**src/rtl/pwm_tone_scheduler_if.sv**
```systemverilog
// pwm_tone_scheduler_if
// Requester-side and generator-side signals of the PWM tone scheduler.
// The slave modport is the scheduler's view. The master modport is the view of
// the sequencer plus generator environment that drives it.
interface pwm_tone_scheduler_if #(
  parameter int NUM_REQ   = 4,
  parameter int BIT_WIDTH = 8,
  parameter int DIV_W     = 16,
  parameter int DUR_W     = 16
);
  logic [NUM_REQ-1:0]           req;
  logic [NUM_REQ*BIT_WIDTH-1:0] req_duty;
  logic [NUM_REQ*DIV_W-1:0]     req_div;
  logic [NUM_REQ*DUR_W-1:0]     req_dur;
  logic                         gen_period_tick;
  logic [NUM_REQ-1:0]           grant;
  logic [NUM_REQ-1:0]           done;
  logic                         busy;
  logic                         gen_load;
  logic                         gen_en;
  logic [BIT_WIDTH-1:0]         gen_duty;
  logic [DIV_W-1:0]             gen_div;

  modport master (
    output req, req_duty, req_div, req_dur, gen_period_tick,
    input  grant, done, busy, gen_load, gen_en, gen_duty, gen_div
  );

  modport slave (
    input  req, req_duty, req_div, req_dur, gen_period_tick,
    output grant, done, busy, gen_load, gen_en, gen_duty, gen_div
  );
endinterface

```
**src/rtl/pwm_tone_scheduler.sv**
```systemverilog
// pwm_tone_scheduler
// Time-shares one PWM tone generator between NUM_REQ requesters. It arbitrates,
// loads the winner's duty/divider, runs for the requested number of PWM periods,
// then releases the generator. An owner that drops req stops at the next period
// boundary. A completing tick always produces a done pulse.
// Build option: define PWM_SCHED_FIXED_PRIO_EN for fixed priority (lowest index
// wins, rr_ptr held at 0). Round-robin is the default.
module pwm_tone_scheduler #(
  parameter int NUM_REQ   = 4,
  parameter int BIT_WIDTH = 8,
  parameter int DIV_W     = 16,
  parameter int DUR_W     = 16
) (
  input  logic                clk,
  input  logic                reset,
  pwm_tone_scheduler_if.slave bus
);
  localparam int PTR_W = (NUM_REQ > 1) ? $clog2(NUM_REQ) : 1;
  localparam logic [PTR_W-1:0] LAST_IDX  = PTR_W'(NUM_REQ - 1);
  localparam logic [PTR_W-1:0] PTR_ONE   = PTR_W'(1'b1);
  localparam logic [PTR_W:0]   NUM_REQ_X = (PTR_W + 1)'(NUM_REQ);
  localparam logic [DUR_W-1:0] DUR_ONE   = DUR_W'(1'b1);
  localparam logic [DUR_W-1:0] DUR_ZERO  = {DUR_W{1'b0}};

  typedef enum logic [2:0] {
    S_IDLE = 3'd0,
    S_ARB  = 3'd1,
    S_LOAD = 3'd2,
    S_RUN  = 3'd3,
    S_DONE = 3'd4
  } state_t;

  state_t                 state_r, state_nxt_s;
  logic [PTR_W-1:0]       rr_ptr_r, own_r, own_nxt_s, base_s, win_idx_s, cand_s;
  logic [PTR_W:0]         sum_s;
  logic                   win_found_s;
  logic [DUR_W-1:0]       dur_r, cnt_r;
  logic                   abort_r, abort_s, last_tick_s;
  logic [NUM_REQ-1:0]     grant_r, done_r, grant_nxt_s, done_nxt_s;
  logic                   busy_r, gen_load_r, gen_en_r;
  logic                   busy_nxt_s, gen_load_nxt_s, gen_en_nxt_s;
  logic [BIT_WIDTH-1:0]   gen_duty_r;
  logic [DIV_W-1:0]       gen_div_r;
  logic [BIT_WIDTH-1:0]   duty_a [NUM_REQ];
  logic [DIV_W-1:0]       div_a  [NUM_REQ];
  logic [DUR_W-1:0]       dur_a  [NUM_REQ];

  function automatic logic [NUM_REQ-1:0] to_onehot(input logic [PTR_W-1:0] idx);
    logic [NUM_REQ-1:0] v;
    v      = {NUM_REQ{1'b0}};
    v[idx] = 1'b1;
    return v;
  endfunction

  for (genvar g = 0; g < NUM_REQ; g++) begin : g_unpack
    assign duty_a[g] = bus.req_duty[g*BIT_WIDTH +: BIT_WIDTH];
    assign div_a[g]  = bus.req_div[g*DIV_W +: DIV_W];
    assign dur_a[g]  = bus.req_dur[g*DUR_W +: DUR_W];
  end

`ifdef PWM_SCHED_FIXED_PRIO_EN
  assign base_s = {PTR_W{1'b0}};
`else
  assign base_s = rr_ptr_r;
`endif

  // Latched abort, or the owner dropping req right now. This covers a drop in the tick cycle itself.
  assign abort_s     = abort_r | ~bus.req[own_r];
  assign last_tick_s = ((cnt_r + DUR_ONE) == dur_r);

  // Winner search: first requesting index scanning upward from base_s, wrapping modulo NUM_REQ.
  always_comb begin
    win_found_s = 1'b0;
    win_idx_s   = {PTR_W{1'b0}};
    sum_s       = {(PTR_W + 1){1'b0}};
    cand_s      = {PTR_W{1'b0}};
    for (int k = 0; k < NUM_REQ; k++) begin
      sum_s = {1'b0, base_s} + (PTR_W + 1)'(k);
      if (sum_s >= NUM_REQ_X) begin
        sum_s = sum_s - NUM_REQ_X;
      end else begin
        sum_s = sum_s;
      end
      cand_s = sum_s[PTR_W-1:0];
      if (!win_found_s && bus.req[cand_s]) begin
        win_found_s = 1'b1;
        win_idx_s   = cand_s;
      end else begin
        win_found_s = win_found_s;
      end
    end
  end

  // Next-state logic of the scheduler FSM.
  always_comb begin
    state_nxt_s = state_r;
    case (state_r)
      S_IDLE: begin
        if (|bus.req) state_nxt_s = S_ARB;
        else          state_nxt_s = S_IDLE;
      end
      S_ARB: begin
        if (win_found_s) state_nxt_s = S_LOAD;
        else             state_nxt_s = S_IDLE;
      end
      S_LOAD: begin
        if (dur_r == DUR_ZERO) state_nxt_s = S_DONE;
        else                   state_nxt_s = S_RUN;
      end
      S_RUN: begin
        if (bus.gen_period_tick) begin
          if (last_tick_s)  state_nxt_s = S_DONE;
          else if (abort_s) state_nxt_s = S_IDLE;
          else              state_nxt_s = S_RUN;
        end else begin
          state_nxt_s = S_RUN;
        end
      end
      S_DONE:  state_nxt_s = S_IDLE;
      default: state_nxt_s = S_IDLE;
    endcase
  end

  // Output decode from the next state, so every output leaves a flop.
  always_comb begin
    grant_nxt_s    = {NUM_REQ{1'b0}};
    done_nxt_s     = {NUM_REQ{1'b0}};
    busy_nxt_s     = 1'b0;
    gen_load_nxt_s = 1'b0;
    gen_en_nxt_s   = 1'b0;
    if (state_r == S_ARB) own_nxt_s = win_idx_s;
    else                  own_nxt_s = own_r;
    case (state_nxt_s)
      S_IDLE: busy_nxt_s = 1'b0;
      S_ARB:  busy_nxt_s = 1'b1;
      S_LOAD: begin
        busy_nxt_s     = 1'b1;
        grant_nxt_s    = to_onehot(own_nxt_s);
        gen_load_nxt_s = 1'b1;
      end
      S_RUN: begin
        busy_nxt_s   = 1'b1;
        grant_nxt_s  = to_onehot(own_nxt_s);
        gen_en_nxt_s = 1'b1;
      end
      S_DONE: begin
        busy_nxt_s = 1'b1;
        done_nxt_s = to_onehot(own_nxt_s);
      end
      default: busy_nxt_s = 1'b0;
    endcase
  end

  // State, owner, configuration latch, period counter and output registers.
  always_ff @(posedge clk) begin
    if (reset) begin
      state_r    <= S_IDLE;
      rr_ptr_r   <= {PTR_W{1'b0}};
      own_r      <= {PTR_W{1'b0}};
      dur_r      <= DUR_ZERO;
      cnt_r      <= DUR_ZERO;
      abort_r    <= 1'b0;
      grant_r    <= {NUM_REQ{1'b0}};
      done_r     <= {NUM_REQ{1'b0}};
      busy_r     <= 1'b0;
      gen_load_r <= 1'b0;
      gen_en_r   <= 1'b0;
      gen_duty_r <= {BIT_WIDTH{1'b0}};
      gen_div_r  <= {DIV_W{1'b0}};
    end else begin
      state_r    <= state_nxt_s;
      own_r      <= own_nxt_s;
      grant_r    <= grant_nxt_s;
      done_r     <= done_nxt_s;
      busy_r     <= busy_nxt_s;
      gen_load_r <= gen_load_nxt_s;
      gen_en_r   <= gen_en_nxt_s;
      if (state_r == S_ARB && win_found_s) begin
        dur_r      <= dur_a[win_idx_s];
        gen_duty_r <= duty_a[win_idx_s];
        gen_div_r  <= div_a[win_idx_s];
      end
      if (state_r == S_LOAD) begin
        cnt_r   <= DUR_ZERO;
        abort_r <= 1'b0;
`ifdef PWM_SCHED_FIXED_PRIO_EN
        rr_ptr_r <= {PTR_W{1'b0}};
`else
        rr_ptr_r <= (own_r == LAST_IDX) ? {PTR_W{1'b0}} : (own_r + PTR_ONE);
`endif
      end else if (state_r == S_RUN) begin
        if (bus.gen_period_tick) cnt_r <= cnt_r + DUR_ONE;
        if (!bus.req[own_r])     abort_r <= 1'b1;
      end
    end
  end

  assign bus.grant    = grant_r;
  assign bus.done     = done_r;
  assign bus.busy     = busy_r;
  assign bus.gen_load = gen_load_r;
  assign bus.gen_en   = gen_en_r;
  assign bus.gen_duty = gen_duty_r;
  assign bus.gen_div  = gen_div_r;
endmodule

```
**src/flat_wrapper.sv**
```systemverilog
// flat-port wrapper written by rule: the top's interface ports become plain ports
module pwm_tone_scheduler_flat 
#(
  parameter int NUM_REQ   = 4,
  parameter int BIT_WIDTH = 8,
  parameter int DIV_W     = 16,
  parameter int DUR_W     = 16
)
  (clk, reset, bus_req, bus_req_duty, bus_req_div, bus_req_dur, bus_gen_period_tick, bus_grant, bus_done, bus_busy, bus_gen_load, bus_gen_en, bus_gen_duty, bus_gen_div);
  pwm_tone_scheduler_if #(.NUM_REQ(NUM_REQ), .BIT_WIDTH(BIT_WIDTH), .DIV_W(DIV_W), .DUR_W(DUR_W)) bus_i ();
  input  logic clk;
  input  logic reset;
  input wire logic [$bits(bus_i.req)-1:0] bus_req;
  input wire logic [$bits(bus_i.req_duty)-1:0] bus_req_duty;
  input wire logic [$bits(bus_i.req_div)-1:0] bus_req_div;
  input wire logic [$bits(bus_i.req_dur)-1:0] bus_req_dur;
  input wire logic [$bits(bus_i.gen_period_tick)-1:0] bus_gen_period_tick;
  output wire logic [$bits(bus_i.grant)-1:0] bus_grant;
  output wire logic [$bits(bus_i.done)-1:0] bus_done;
  output wire logic [$bits(bus_i.busy)-1:0] bus_busy;
  output wire logic [$bits(bus_i.gen_load)-1:0] bus_gen_load;
  output wire logic [$bits(bus_i.gen_en)-1:0] bus_gen_en;
  output wire logic [$bits(bus_i.gen_duty)-1:0] bus_gen_duty;
  output wire logic [$bits(bus_i.gen_div)-1:0] bus_gen_div;
  assign bus_i.req = bus_req;
  assign bus_i.req_duty = bus_req_duty;
  assign bus_i.req_div = bus_req_div;
  assign bus_i.req_dur = bus_req_dur;
  assign bus_i.gen_period_tick = bus_gen_period_tick;
  assign bus_grant = bus_i.grant;
  assign bus_done = bus_i.done;
  assign bus_busy = bus_i.busy;
  assign bus_gen_load = bus_i.gen_load;
  assign bus_gen_en = bus_i.gen_en;
  assign bus_gen_duty = bus_i.gen_duty;
  assign bus_gen_div = bus_i.gen_div;
  pwm_tone_scheduler #(.NUM_REQ(NUM_REQ), .BIT_WIDTH(BIT_WIDTH), .DIV_W(DIV_W), .DUR_W(DUR_W)) u_core (.clk(clk), .reset(reset), .bus(bus_i));
endmodule
```
**config.mk**
```make
export PLATFORM = sky130hd
export DESIGN_NAME = pwm_tone_scheduler_flat
export DESIGN_NICKNAME = d
export VERILOG_FILES = /design/src/rtl/pwm_tone_scheduler_if.sv /design/src/rtl/pwm_tone_scheduler.sv /design/src/flat_wrapper.sv
export SDC_FILE = /design/constraint.sdc
export NUM_CORES = 1
export LEC_CHECK = 0
export CORE_MARGIN = 10
export CORE_UTILIZATION = 40
export DETAILED_ROUTE_END_ITERATION = 10
export PLACE_DENSITY = 0.78
export SLEW_MARGIN = 20
export SYNTH_ARGS = -nofsm -noshare
export SYNTH_HDL_FRONTEND = slang
export SYNTH_SLANG_ARGS = --single-unit
export TNS_END_PERCENT = 5
```
**constraint.sdc**
```tcl
create_clock -name clk -period 3.1 [get_ports clk]
set_input_delay 0.93 -clock clk [delete_from_list [all_inputs] [get_ports clk]]
set_output_delay 0.93 -clock clk [all_outputs]
set_load 0.01 [all_outputs]
```
# Word-level counts from Yosys, hierarchy flattened

Cells that the tools add are included.

Output and inout bits: 35
Bits in registers: 75
Memory bits (read-only): 0
Input bits: 167
Latch bits: 0
Bits in writable memories: 0
Memories: 0

Add/sub/neg operators: 9
Shifts and indexed selects: 0
Bitwise logic cells: 5
Order comparisons: 12
Div/mod/pow operators: 0
Equal/unequal tests: 9
Reduce and logical (&&, ||, !) cells: 18
Multiply operators: 0
Mux-type cells: 45

Operators by type and width:

| kind                  | count |
|---|---|
| $bmux 16 s2           | 2 |
| $mux 16               | 4 |
| $mux 2                | 12 |
| $lt 2x3->1 const B    | 6 |
| $add 16x1->16 const B | 1 |
| $bmux 8 s2            | 1 |
| $eq 16x16->1          | 1 |
| $logic_not 16->1      | 1 |
| $mux 8                | 2 |
| $mux 1                | 14 |
| $eq 3x2->1 const B    | 4 |
| $ge 3x3->1 const B    | 4 |
| $pmux 3 s4            | 1 |
| $bmux 1 s2            | 5 |
| $mux 3                | 3 |
| $reduce_or 2->1       | 4 |
| $reduce_or 4->1       | 2 |
| $sub 2x1->2 const B   | 4 |
| $add 2x2->3 const B   | 2 |
| $eq 3x1->1 const B    | 2 |
| $logic_and 1x1->1     | 5 |
| $reduce_and 2->1      | 2 |
| $add 2x1->3 const B   | 1 |
| $eq 3x3->1 const B    | 1 |
| 10 further kinds      | 14 |

# Logic depth before layout (Yosys ltp)

Depth in word-level cells: 20
Mapped depth: 9
Depth with buffers taken out: 8

# Worst setup path after synthesis

Ideal clock, no wire load.

Path kind: reg-to-reg
Start point: reg u_core.cnt_r[0]
End point: reg u_core.grant_r[0] (netlist: u_core.bus.grant[0])
Setup slack: 710 ps
Arrival: 2259 ps
Period minus slack after synthesis: 2390 ps
Required time: 2969 ps
Stages on the path, launching flop included: 9
Path through: dfxtp_1 ha_1 nand3_1 o31ai_1 o211ai_1 nor4_1 a41oi_2 o31ai_2 nor2_1

Word-level cells in the longest chain between the ends: 9
Elaborated cells on any way between the ends: 10
Classes of those cells: 1 x add/sub; 3 x eq/ne; 3 x mux; 1 x bitwise; 2 x reduce/logical

RTL lines:

| what                                 | RTL line                  | RTL |
|---|---|---|
| start: declaration                   | pwm_tone_scheduler.sv:37  | `logic [DUR_W-1:0] dur_r, cnt_r;` |
| start signal: assignment             | pwm_tone_scheduler.sv:192 | `if (bus.gen_period_tick) cnt_r <= cnt_r + DUR_ONE;` |
| $add 16x1->16 (*)                    | pwm_tone_scheduler.sv:69  | `assign last_tick_s = ((cnt_r + DUR_ONE) == dur_r);` |
| $eq 16x16->1 (*)                     | pwm_tone_scheduler.sv:69  |  |
| $mux 3 (*)                           | pwm_tone_scheduler.sv:112 | `if (last_tick_s) state_nxt_s = S_DONE;` |
| $mux 3 (*)                           | pwm_tone_scheduler.sv:111 | `if (bus.gen_period_tick) begin` |
| $pmux 3 s4 (*)                       | pwm_tone_scheduler.sv:97  | `case (state_r)` |
| $eq 3x2->1                           | pwm_tone_scheduler.sv:133 | `case (state_nxt_s)` |
| $reduce_or 2->1 (no source line) (*) | -                         |  |
| $not 1->1 (no source line) (*)       | -                         |  |
| $reduce_or 2->1 (no source line) (*) | -                         |  |
| end signal: assignment               | pwm_tone_scheduler.sv:163 | `grant_r <= {NUM_REQ{1'b0}};` |
| end signal: assignment               | pwm_tone_scheduler.sv:173 | `grant_r <= grant_nxt_s;` |
| end: declaration                     | pwm_tone_scheduler.sv:39  | `logic [NUM_REQ-1:0] grant_r, done_r, grant_nxt_s, done_nxt_s;` |

Mark *: on every way between the ends. The rest lies on a longest branch, timed or not.
A chain may end at the register's enable or synchronous reset.

# Worst setup path in the final report

Start point: reg u_core.cnt_r[1]
End point: reg u_core.grant_r[1] (netlist: u_core.bus.grant[1])

The elaborated chain is that of the path after synthesis.

==> run metrics <==
xor and xnor area share after synthesis=0.0538; CTS tree=yes; die width=around 130 um; largest net degree at the start of global routing=81; Worst VDD drop=0.428 mV; initial core utilization=0.415; Die H=127 um; Critical Path Max Stage Delay=460 ps; largest family of logic cells by synthesized area=simple AND/OR/NAND/NOR gates; CTS H-tree lvls=3; Synth Flop Type=dfxtp_1; CTS Buf Count=9; Seq/Total Area, Yosys=0.330; Final min period=2760 ps; RSZ-0062 raised after global routing=no; asr flop ratio synth=0; internal power=2760 uW; Final period util=0.891; remaining antenna violation count=0; gpl congestion=0.912; CTS sink cnt=75; worst-margin pin slew=749 ps; Switch Pwr=1670 uW; CP max-delay cell=o31ai_2; flops & latches, synth=75; CTS root buf=clkbuf_16; # IOs=around 200; Clk pin slew, worst setup/hold paths=60 ps; skew final=8.22 ps; Max Used Layer=met4; met1 wire length=6640 um; setup TNS=0 ps; Post-Syn Area=0.00456 mm^2; vias in the first global route=5398; total gr overflow=0; Max Cap Violations=0; initial antenna violation count=0; Syn Inst Count=684; Warnings, synthesis=0; Flop pwr share=0.307; clock network fraction of design power=0.246; post-layout util=0.642; Detailed Route WL=17400 um; post-DP HPWL=13500 um; crit start category=flop; syn_nets=853; cts repair resizes=0; CP arrival=about 3000 ps; Tot GR Track Use=0.208; buffer and inverter count on the worst path=0; Critical Path, Cell by Cell=ha_1 -> nand3_1 -> o31ai_1 -> o211ai_1 -> nor4_1 -> a41oi_2 -> o31ai_2 -> nor2_1; I/O Buffers=201; hold buffer count at CTS=0; Core Rows=38; Compound-Gate Fraction of Synth Area=0.107; clk buf depth=2; Pre-antenna DRT Iters=6; fin cells=1007; share of cells above drive strength 1=0.0623; Netlist cell types=between 50 and 60; Gate power share=0.448; Worst-Skew Late Latency=~340 ps; Slew Viols, Final=0; crit path capture type=flop; worst rel slew slack=0.501; routed wl met2=just under 9000 um; Vias=5380; power per cell area=628 mW/mm^2; Switching Fraction=0.377; initial DRC count=between 300 and 400; post-DR vias/cell=5.34; FF-to-FF setup slack=340 ps; cell family with most CP delay=compound AO/OA/AOI/OAI gates; first-pass GRT wire length=27400 um; DRC=0; Setup violations, final=0; # nets final=between 1000 and 1500; die footprint=around 0.016 mm^2; critical path type=reg2reg; post-synthesis adder-cell area fraction=0.00549; core area=0.0110 mm^2; mux cell area share after synthesis=0.0140; Fmax=362 MHz; fraction of the mapped netlist area in simple logic gates=0.445; Setup Fix Bufs, Post-CTS=0; critical path required time=3310 ps; synthesis-to-layout area growth=54.7%; wire per inst=17.3 um; DP Cell Count=991; WL met3=about 1700 um; outcome=finished, final reports clean; P_leak=0.00268 uW; Hold Fails Final Rpt=0; Mean Syn Cell Area=6.66 um^2; Worst Hold Class=reg2reg; EDFF count, synth=0; critical path peak fanout=7; antenna fix cells=0
==> cell usage after synthesis, types with 2 or more instances <==
cell type,n,area (um^2)
buf_1,3,11.3
nand2_1,219,822
xor2_1,11,96.3
a21oi_1,53,265
inv_1,5,18.8
nand4b_1,2,17.5
dfxtp_1,75,1500
a31oi_1,2,12.5
buf_2,5,25.0
nor3_1,6,30.0
or4_1,2,15.0
and2_1,2,12.5
or3_1,11,68.8
nand4_1,2,12.5
nand2b_1,3,18.8
ha_1,2,25.0
nand3_1,127,636
o21ai_0,11,55.1
and3_1,2,12.5
xnor2_1,17,149
nor2_1,36,135
o211ai_1,2,15.0
clkbuf_1,38,143
mux2i_1,3,30.0
nor4_1,9,56.3
nor3b_1,3,22.5
==> routing by layer <==
layer  up-vias  global-route usage
met5         -                   0
met4         0              0.0569
met3        22              0.0937
met2       196               0.368
met1      2484               0.218
li1       2678                   -
==> power groups by stage <==
stage               combinational [uW]  sequential [uW]  clock [uW]
finish                            1980             1360        1090
global route                      2190             1380        1140
global placement                  1950             1360           0
floorplan                         1110             1380           0
detailed placement                1980             1370           0
CTS                               1990             1350        1100
==> cell families (layout without fill, tap and decap cells) <==
kind of cell / after synthesis / after routing
xor+xnor: 28 / 28
simple gates: 440 / 440
fa+ha+maj: 2 / 2
buf+inv: 52 / 235
compound gates: 82 / 82
mux: 5 / 5
flops: 75 / 75
==> state kept, by name, indices dropped and copies added (netlist names), 2 cells and up <==
| signal | cells |
|---|---|
| u_core.bus.gen_div | 16 |
| u_core.cnt_r | 16 |
| u_core.dur_r | 16 |
| u_core.bus.gen_duty | 8 |
| u_core.bus.done | 4 |
| u_core.bus.grant | 4 |
| u_core.state_r | 3 |
| u_core.base_s | 2 |
| u_core.own_r | 2 |
==> stage by stage <==
| stage | area, um^2 | hold WS [ps] | worst slack [ps] | total power, uW |
|---|---|---|---|---|
| global route | 7050 | 472 | 88.7 | 4710 |
| global placement | 6730 | 443 | 159 | 3300 |
| floorplan | 4560 | 431 | 710 | 2490 |
| CTS | 7050 | 453 | 367 | 4450 |
| finish | 7050 | 455 | 337 | 4430 |
| detailed placement | 6740 | 445 | 105 | 3360 |
==> worst register-to-register path: cells and delay by family (launching register included) <==
kind	cells	cell delay, ps
simple gates	3	740
flops	1	450
compound gates	4	1140
fa+ha+maj	1	310
==> worst paths after layout <==
path                                from                endpoint  cells after the start
setup / recovery         u_core.cnt_r[1]     u_core.bus.grant[1]                      8
hold / removal    u_core.bus.gen_div[14]  u_core.bus.gen_div[14]                      2
setup reg to reg         u_core.cnt_r[1]     u_core.bus.grant[1]                      8
hold reg to reg   u_core.bus.gen_div[14]  u_core.bus.gen_div[14]                      2
==> area by class of cell <==
class / instances / area, um^2
clock buffer: 11 / 253
clock inverter: 5 / 60.1
fill: 927 / 3940
inverter: 5 / 18.8
multi-input combinational: 557 / 2870
sequential: 75 / 1500
tap: 140 / 175
timing repair buffer: 214 / 2170
==> cell usage in the layout (no fill, tap or decap), drive strengths merged, types with 3 or more instances in the layout <==
cell type / instances
nand2: 219
clkdlybuf4s50: 200
or3: 11
o21ai: 12
mux2i: 3
buf: 14
xor2: 11
nand4: 4
dfxtp: 75
nand2b: 3
or4: 3
nor3: 7
and3: 3
nand3: 128
o211ai: 3
nor2: 37
a21oi: 53
clkbuf: 11
nor3b: 4
xnor2: 17
and4: 3
nor4: 10
inv: 6
Power figures use the tool's default switching activity.
